$ cat config.mk
export PLATFORM = sky130hd
export DESIGN_NAME = phase_timer
export DESIGN_NICKNAME = d
export VERILOG_FILES = /design/src/rtl/phase_timer_pkg.sv /design/src/rtl/load_down_counter.sv /design/src/rtl/phase_timer.sv
export SDC_FILE = /design/constraint.sdc
export NUM_CORES = 1
export LEC_CHECK = 0
export CAP_MARGIN = 10
export CORE_ASPECT_RATIO = 1.25
export CORE_UTILIZATION = 50
export CTS_CLUSTER_DIAMETER = 80
export CTS_CLUSTER_SIZE = 25
export DETAILED_ROUTE_END_ITERATION = 6
export HOLD_SLACK_MARGIN = 0.15
export PLACE_DENSITY = 0.78
export SLEW_MARGIN = 20
export SYNTH_ARGS = -nofsm -noshare
export SYNTH_HDL_FRONTEND = slang
export SYNTH_SLANG_ARGS = --single-unit
$ cat constraint.sdc
create_clock -name clk -period 2.39 [get_ports clk]
set_input_delay 0.478 -clock clk [delete_from_list [all_inputs] [get_ports clk]]
set_output_delay 0.478 -clock clk [all_outputs]
set_load 0.05 [all_outputs]
$ cat src/rtl/phase_timer_pkg.sv
// rtl/phase_timer_pkg.sv - shared state type and defaults for the phase timer
package phase_timer_pkg;

  typedef enum logic [1:0] {
    IDLE = 2'd0,
    RUN  = 2'd1,
    HOLD = 2'd2
  } state_t;

  localparam int DEFAULT_WIDTH = 6;

endpackage

$ cat src/rtl/load_down_counter.sv
// rtl/load_down_counter.sv - loadable down counter that saturates at zero
module load_down_counter
  import phase_timer_pkg::*;
#(
  parameter int WIDTH = DEFAULT_WIDTH
) (
  input  logic             clk,
  input  logic             reset,
  input  logic             load,
  input  logic [WIDTH-1:0] load_val,
  input  logic             dec,
  output logic [WIDTH-1:0] q,
  output logic             is_one
);

  logic [WIDTH-1:0] r_q;

  // Load takes priority; decrement is blocked at zero so the count never wraps.
  always_ff @(posedge clk or posedge reset) begin
    if (reset) begin
      r_q <= '0;
    end else if (load) begin
      r_q <= load_val;
    end else if (dec && (r_q != '0)) begin
      r_q <= r_q - WIDTH'(1);
    end
  end

  assign q      = r_q;
  assign is_one = (r_q == WIDTH'(1));

endmodule

$ cat src/rtl/phase_timer.sv
// rtl/phase_timer.sv - programmable one-shot/periodic down-timer for light phases
module phase_timer
  import phase_timer_pkg::*;
#(
  parameter int WIDTH = DEFAULT_WIDTH
) (
  input  logic             clk,
  input  logic             reset,
  input  logic             start,
  input  logic [WIDTH-1:0] duration,
  input  logic             periodic,
  input  logic             tick_en,
  input  logic             pause,
  input  logic             abort,
  output logic [WIDTH-1:0] count,
  output logic             expire,
  output logic             busy
);

  state_t           r_state;
  state_t           w_next_state;
  logic [WIDTH-1:0] r_reload;
  logic             r_periodic;
  logic             r_expire;
  logic             w_load;
  logic [WIDTH-1:0] w_load_val;
  logic             w_dec;
  logic             w_expire_next;
  logic             w_latch;
  logic             w_is_one;

  load_down_counter #(.WIDTH(WIDTH)) u_counter (
    .clk      (clk),
    .reset    (reset),
    .load     (w_load),
    .load_val (w_load_val),
    .dec      (w_dec),
    .q        (count),
    .is_one   (w_is_one)
  );

  always_comb begin
    w_next_state  = r_state;
    w_load        = 1'b0;
    w_load_val    = r_reload;
    w_dec         = 1'b0;
    w_expire_next = 1'b0;
    w_latch       = 1'b0;
    if (abort) begin
      w_next_state = IDLE;
      w_load       = 1'b1;
      w_load_val   = '0;
    end else if (start) begin
      w_latch    = 1'b1;
      w_load     = 1'b1;
      w_load_val = duration;
      // A zero-length request expires at once and never auto-reloads.
      if (duration == '0) begin
        w_next_state  = IDLE;
        w_expire_next = 1'b1;
      end else begin
        w_next_state = pause ? HOLD : RUN;
      end
    end else begin
      case (r_state)
        RUN: begin
          if (pause) begin
            w_next_state = HOLD;
          end else if (tick_en) begin
            if (w_is_one) begin
              w_expire_next = 1'b1;
              w_load        = 1'b1;
              if (!r_periodic) begin
                w_load_val   = '0;
                w_next_state = IDLE;
              end
            end else begin
              w_dec = 1'b1;
            end
          end
        end
        HOLD: begin
          if (!pause) begin
            w_next_state = RUN;
          end
        end
        default: begin
          w_next_state = r_state;
        end
      endcase
    end
  end

  always_ff @(posedge clk or posedge reset) begin
    if (reset) begin
      r_state    <= IDLE;
      r_reload   <= '0;
      r_periodic <= 1'b0;
      r_expire   <= 1'b0;
    end else begin
      r_state  <= w_next_state;
      r_expire <= w_expire_next;
      if (w_latch) begin
        r_reload   <= duration;
        r_periodic <= periodic;
      end
    end
  end

  assign expire = r_expire;
  assign busy   = (r_state != IDLE);

endmodule

Word-level counts from Yosys, hierarchy flattened
Cells that the tools add are included.
- output and inout bits: 8
- logic and storage cells: 56
- register bits after elaboration: 16
- muxes and demuxes: 36
- reductions and logical operators: 7
- eq/ne operators: 7
- $add $sub $neg: 1
- operator list (operator ; count):
    6-bit 2-to-1 mux ; 9
    2-bit 2-to-1 mux ; 9
    1-bit 2-to-1 mux ; 17
    5-bit != test (second input constant) ; 2
    6-bit by 1-bit equality test with 1-bit output (second input constant) ; 1
    6-bit logical NOT ; 1
    6-bit nonzero test ; 1
    6-bit by 1-bit subtractor with 6-bit output (second input constant) ; 1
    5-bit by 4-bit != test with 1-bit output (second input constant) ; 1
    5-bit AND reduction ; 1
    4-bit != test (second input constant) ; 1
    2-bit case mux with 2 select lines ; 1
    2-bit nonzero test ; 2
    4-bit nonzero test ; 1
    2-bit by 1-bit equality test with 1-bit output (second input constant) ; 1
    2-bit equality test (second input constant) ; 1
    1-bit logical AND ; 1

Longest topological paths before layout
- depth after elaboration: 10
- mapped depth: 8
- mapped depth without buffers: 6

By module
Synthesis repeated with hierarchy kept, for this count alone.
- cell total of the unflattened synthesis: 122
- area total of the unflattened synthesis: 1044.8 µm²
- modules (own cells, without submodules) (module ; cells an instance ; times used ; seq. area each (µm²) ; area an instance (µm²)):
    phase_timer ; 74 ; 1 ; 250.2 ; 621.8
    load_down_counter ; 48 ; 1 ; 150.1 ; 422.9

Worst setup path after synthesis
OpenSTA, ideal clock, no wires.
- kind: reg-to-reg
- start point: register u_counter.r_q[1], in the netlist u_counter.q[1]
- end point: register u_counter.r_q[0], in the netlist u_counter.q[0]
- path slack: 0.126 ns
- cell stages (with the launch flop): 8
- data required time: 2.269 ns
- library setup time: 0.121 ns
- arrival time: 2.143 ns
- cell sequence: dfrtp_1 -> inv_1 -> ha_1 -> or4b_1 -> o22ai_1 -> buf_2 -> o21ai_0 -> a22o_1
- word-level cells in the longest chain between the ends: 9
- ends and longest elaborated chain (item ; RTL line ; source):
    start: declaration ; load_down_counter.sv:16 ; logic [WIDTH-1:0] r_q;
    start signal: assignment ; load_down_counter.sv:23 ; r_q <= load_val;
    start signal: assignment ; load_down_counter.sv:25 ; r_q <= r_q - WIDTH'(1);
    6-bit by 1-bit equality test with 1-bit output ; load_down_counter.sv:30 ; assign is_one = (r_q == WIDTH'(1));
    1-bit 2-to-1 mux ; phase_timer.sv:70 ; if (w_is_one) begin
    1-bit 2-to-1 mux ; phase_timer.sv:69 ; end else if (tick_en) begin
    1-bit 2-to-1 mux ; phase_timer.sv:67 ; if (pause) begin
    1-bit 2-to-1 mux ; phase_timer.sv:65 ; case (r_state)
    1-bit 2-to-1 mux ; phase_timer.sv:53 ; end else if (start) begin
    1-bit 2-to-1 mux ; phase_timer.sv:49 ; if (abort) begin
    1-bit logical AND ; load_down_counter.sv:24 ; end else if (dec && (r_q != '0)) begin
    2-bit nonzero test (no source line) ; n/a ;
Several ways; a longest one is shown, not always the timed one.
A chain may end at the register's enable or synchronous reset.

Final worst setup path
- start point: register r_state[0]
- end point: output busy
- word-level cells in the longest chain between the ends: 1
- ends and longest elaborated chain (item ; RTL line ; source):
    start: declaration ; phase_timer.sv:20 ; state_t r_state;
    start signal: assignment ; phase_timer.sv:101 ; r_state <= w_next_state;
    2-bit nonzero test ; phase_timer.sv:111 ; assign busy = (r_state != IDLE);
    end: declaration ; phase_timer.sv:17 ; output logic busy
No other way between the ends.

==> results_dict.tcl <==
set metrics [dict create \
    outcome "finished clean" \
    min_period_ns 2.225 \
    synth_seq_cells 16 \
    insertion_delay_ns 0.28 \
    root_buffer "clkbuf_4" \
    synth_area_leader_cell "dfrtp_1" \
    antenna_left 0 \
    r2r-start "u_counter.q[0]" \
    die_y_microns 53.23 \
    cp.required_ns 1.91 \
    overflow 0 \
    vias 908 \
    rsz0062_at_grt "no" \
    wl_microns 2430 \
    grt_max_degree 17 \
    max_freq_mhz 449.5 \
    io_buffer_count 20 \
    htreeDepth 1 \
    cts_buffer_depth 2 \
    cap_violations 0 \
    synth_area_sq_um 1050 \
    yosysTopAreaCellShare_pct 38.14 \
    wl_per_cell_microns 15.88 \
    yosys_warnings 0 \
    cts.clk_slew.worst_paths_ns 0.09 \
    post_synth.cell_area_avg_sq_um 9.811 \
    reg2reg_to "u_counter.q[1]" \
    hold_end "r_reload[0]" \
    drtIter0Drc 27 \
    slew_viol_final 0 \
    holdBufCountCts 0 \
    rr_worst_depth 6 \
    critPathMaxFanout 3 \
    fillers 164 \
    arrival_ns 1.75 \
    fp.coreArea_sq_um 1982 \
    synth_nets 126 \
    viasPerCell 5.935 \
    antenna_found_initial 0 \
    postCtsSetupRepairBufs 0 \
    worst_pin_slew_ns 0.5956 \
    route.detailed.drc 0 \
    final_cell_mix "clkdlybuf4s50_1 (20), dfrtp_1 (16), inv_1 (10), a21oi_1 (9), nand2_1 (9)" \
    drive_gt1_share_pct 20.30 \
    grt_pass1_wl_microns 4002 \
    hold_violations 0 \
    skew_ns 0.0006569 \
    cts_tree "built" \
    io_pins 21 \
    grt_pass1_vias 935 \
    setup_viol 0 \
    cts_made_buffers 3 \
    die_x_microns 42.99 \
    crit_path_start_kind "flip-flop" \
    insertedDiodeCount 0 \
    synth.area.top_cells "dfrtp_1 (38%), mux2_2 (8.6%), ha_1 (7.2%), a21oi_1 (4.3%), inv_1 (3.6%)" \
    nets 153 \
    num_rows 18 \
    crit_type "reg2out" \
    ir_drop_uv 474.6 \
    die_area_sq_um 2288 \
    drt-pass1-iter-count 4 \
    hp-class "reg2reg" \
    cp-startpoint "r_state[0]" \
    cts_num_sinks 16 \
    grt_use_total_pct 23.96 \
    hold_start "r_reload[0]" \
    p_per_area_nw_per_um2 593.1 \
    endpoint_kind "output pin" \
    rrSetupSlack_ns 0.29 \
    yosysSeqAreaShare_pct 38.14 \
    start_util_pct 52.97 \
    p_leak_nw 0.5897 \
    slew_headroom_pct 59.96 \
    gp_congestion 0.8529 \
    synthesis.instances 107 \
    finalSetupTns_ns 0 \
    synthFlopType "dfrtp_1" \
    fin_util_pct 67.74 \
    ys_types 45 \
    dp_hpwl_microns 1858 \
    layout_commonest_cell "clkdlybuf4s50_1" \
    cts_resized 0 \
    area_growth_pct 27.89 \
    hold_path_depth 1 \
    synth_edf_count 0 \
    timing.final.crit_share_pct 93.08 \
    synthArstFlopShare_pct 100.0 \
]
## sequential cells by signal (all words and copies together), names as in the netlist
register	cells
r_reload	6
expire	1
u_counter.q	6
r_periodic	1
r_state	2
## through the flow
step / hold slack, ns / instance area (sq um) / worst slack (ns) / std cells / power [mW]
final: 0.5156 / 1343 / 0.1654 / 153 / 0.7963
after global routing: 0.5254 / 1343 / 0.07522 / 153 / 0.8475
after CTS: 0.5192 / 1343 / 0.1364 / 153 / 0.8070
after detailed placement: 0.4959 / 1306 / 0.1355 / 149 / 0.6247
after global placement: 0.4929 / 1306 / 0.1703 / 149 / 0.6175
after floorplan: 0.3917 / 1050 / 0.1264 / 107 / 0.5247
## metal layers
| layer | up-vias | wire (microns) | GRT usage (%) |
|---|---|---|---|
| met5 | - | 0 | 0 |
| met4 | 0 | 28 | 11.62 |
| met3 | 4 | 62 | 3.413 |
| met2 | 19 | 1259 | 41.41 |
| met1 | 437 | 1080 | 29.06 |
| li1 | 448 | - | - |
## worst max path at each step
stage	cells after the start	to	slack [ns]
global placement	5	u_counter.q[5]	0.17
floorplan	7	u_counter.q[0]	0.13
CTS	4	busy	0.14
finish	4	busy	0.17
global route	4	busy	0.08
detailed placement	6	u_counter.q[1]	0.14
## report_power, final
part	switching, mW	leakage, nW	total [mW]	internal (mW)
logic	0.152	0.371	0.278	0.126
clock network	0.0839	0.0210	0.176	0.0926
registers	0.0377	0.198	0.342	0.304
total	0.273	0.590	0.796	0.523
## critical path: stages, from the launching register on
cell and delay, ns:
dfrtp_1 0.38, inv_1 0.07, ha_1 0.19, inv_1 0.05
clkdlybuf4s50_1 0.78
## cell usage after synthesis, types with 2 or more instances
| master | count |
|---|---|
| a21oi_1 | 9 |
| a22o_1 | 2 |
| a31oi_1 | 2 |
| buf_2 | 2 |
| clkbuf_1 | 2 |
| dfrtp_1 | 16 |
| ha_1 | 6 |
| inv_1 | 10 |
| mux2_2 | 8 |
| nand2_1 | 9 |
| nand3_1 | 2 |
| nand3b_1 | 2 |
| nor2_1 | 4 |
| or4b_1 | 2 |
## layout make-up
type / instances / area, sq um / area share, %
Inverter: 10 / 37.54 / 2.796
Clock buffer: 4 / 36.28 / 2.703
Timing Repair Buffer: 27 / 252.7 / 18.83
Multi-Input combinational cell: 76 / 590.6 / 43.99
Tap cell: 20 / 25.02 / 1.864
Sequential cell: 16 / 400.4 / 29.82
## cell families (layout without fill, tap and decap cells)
kind of cell	after synthesis	in the layout	share of synthesized area, %
mux	10	10	10.61
flops	16	16	38.14
simple gates	32	32	18.95
fa+ha+maj	6	6	7.151
compound gates	28	28	19.55
buf+inv	15	41	5.602
No activity file was read; power rests on OpenSTA's default activity.
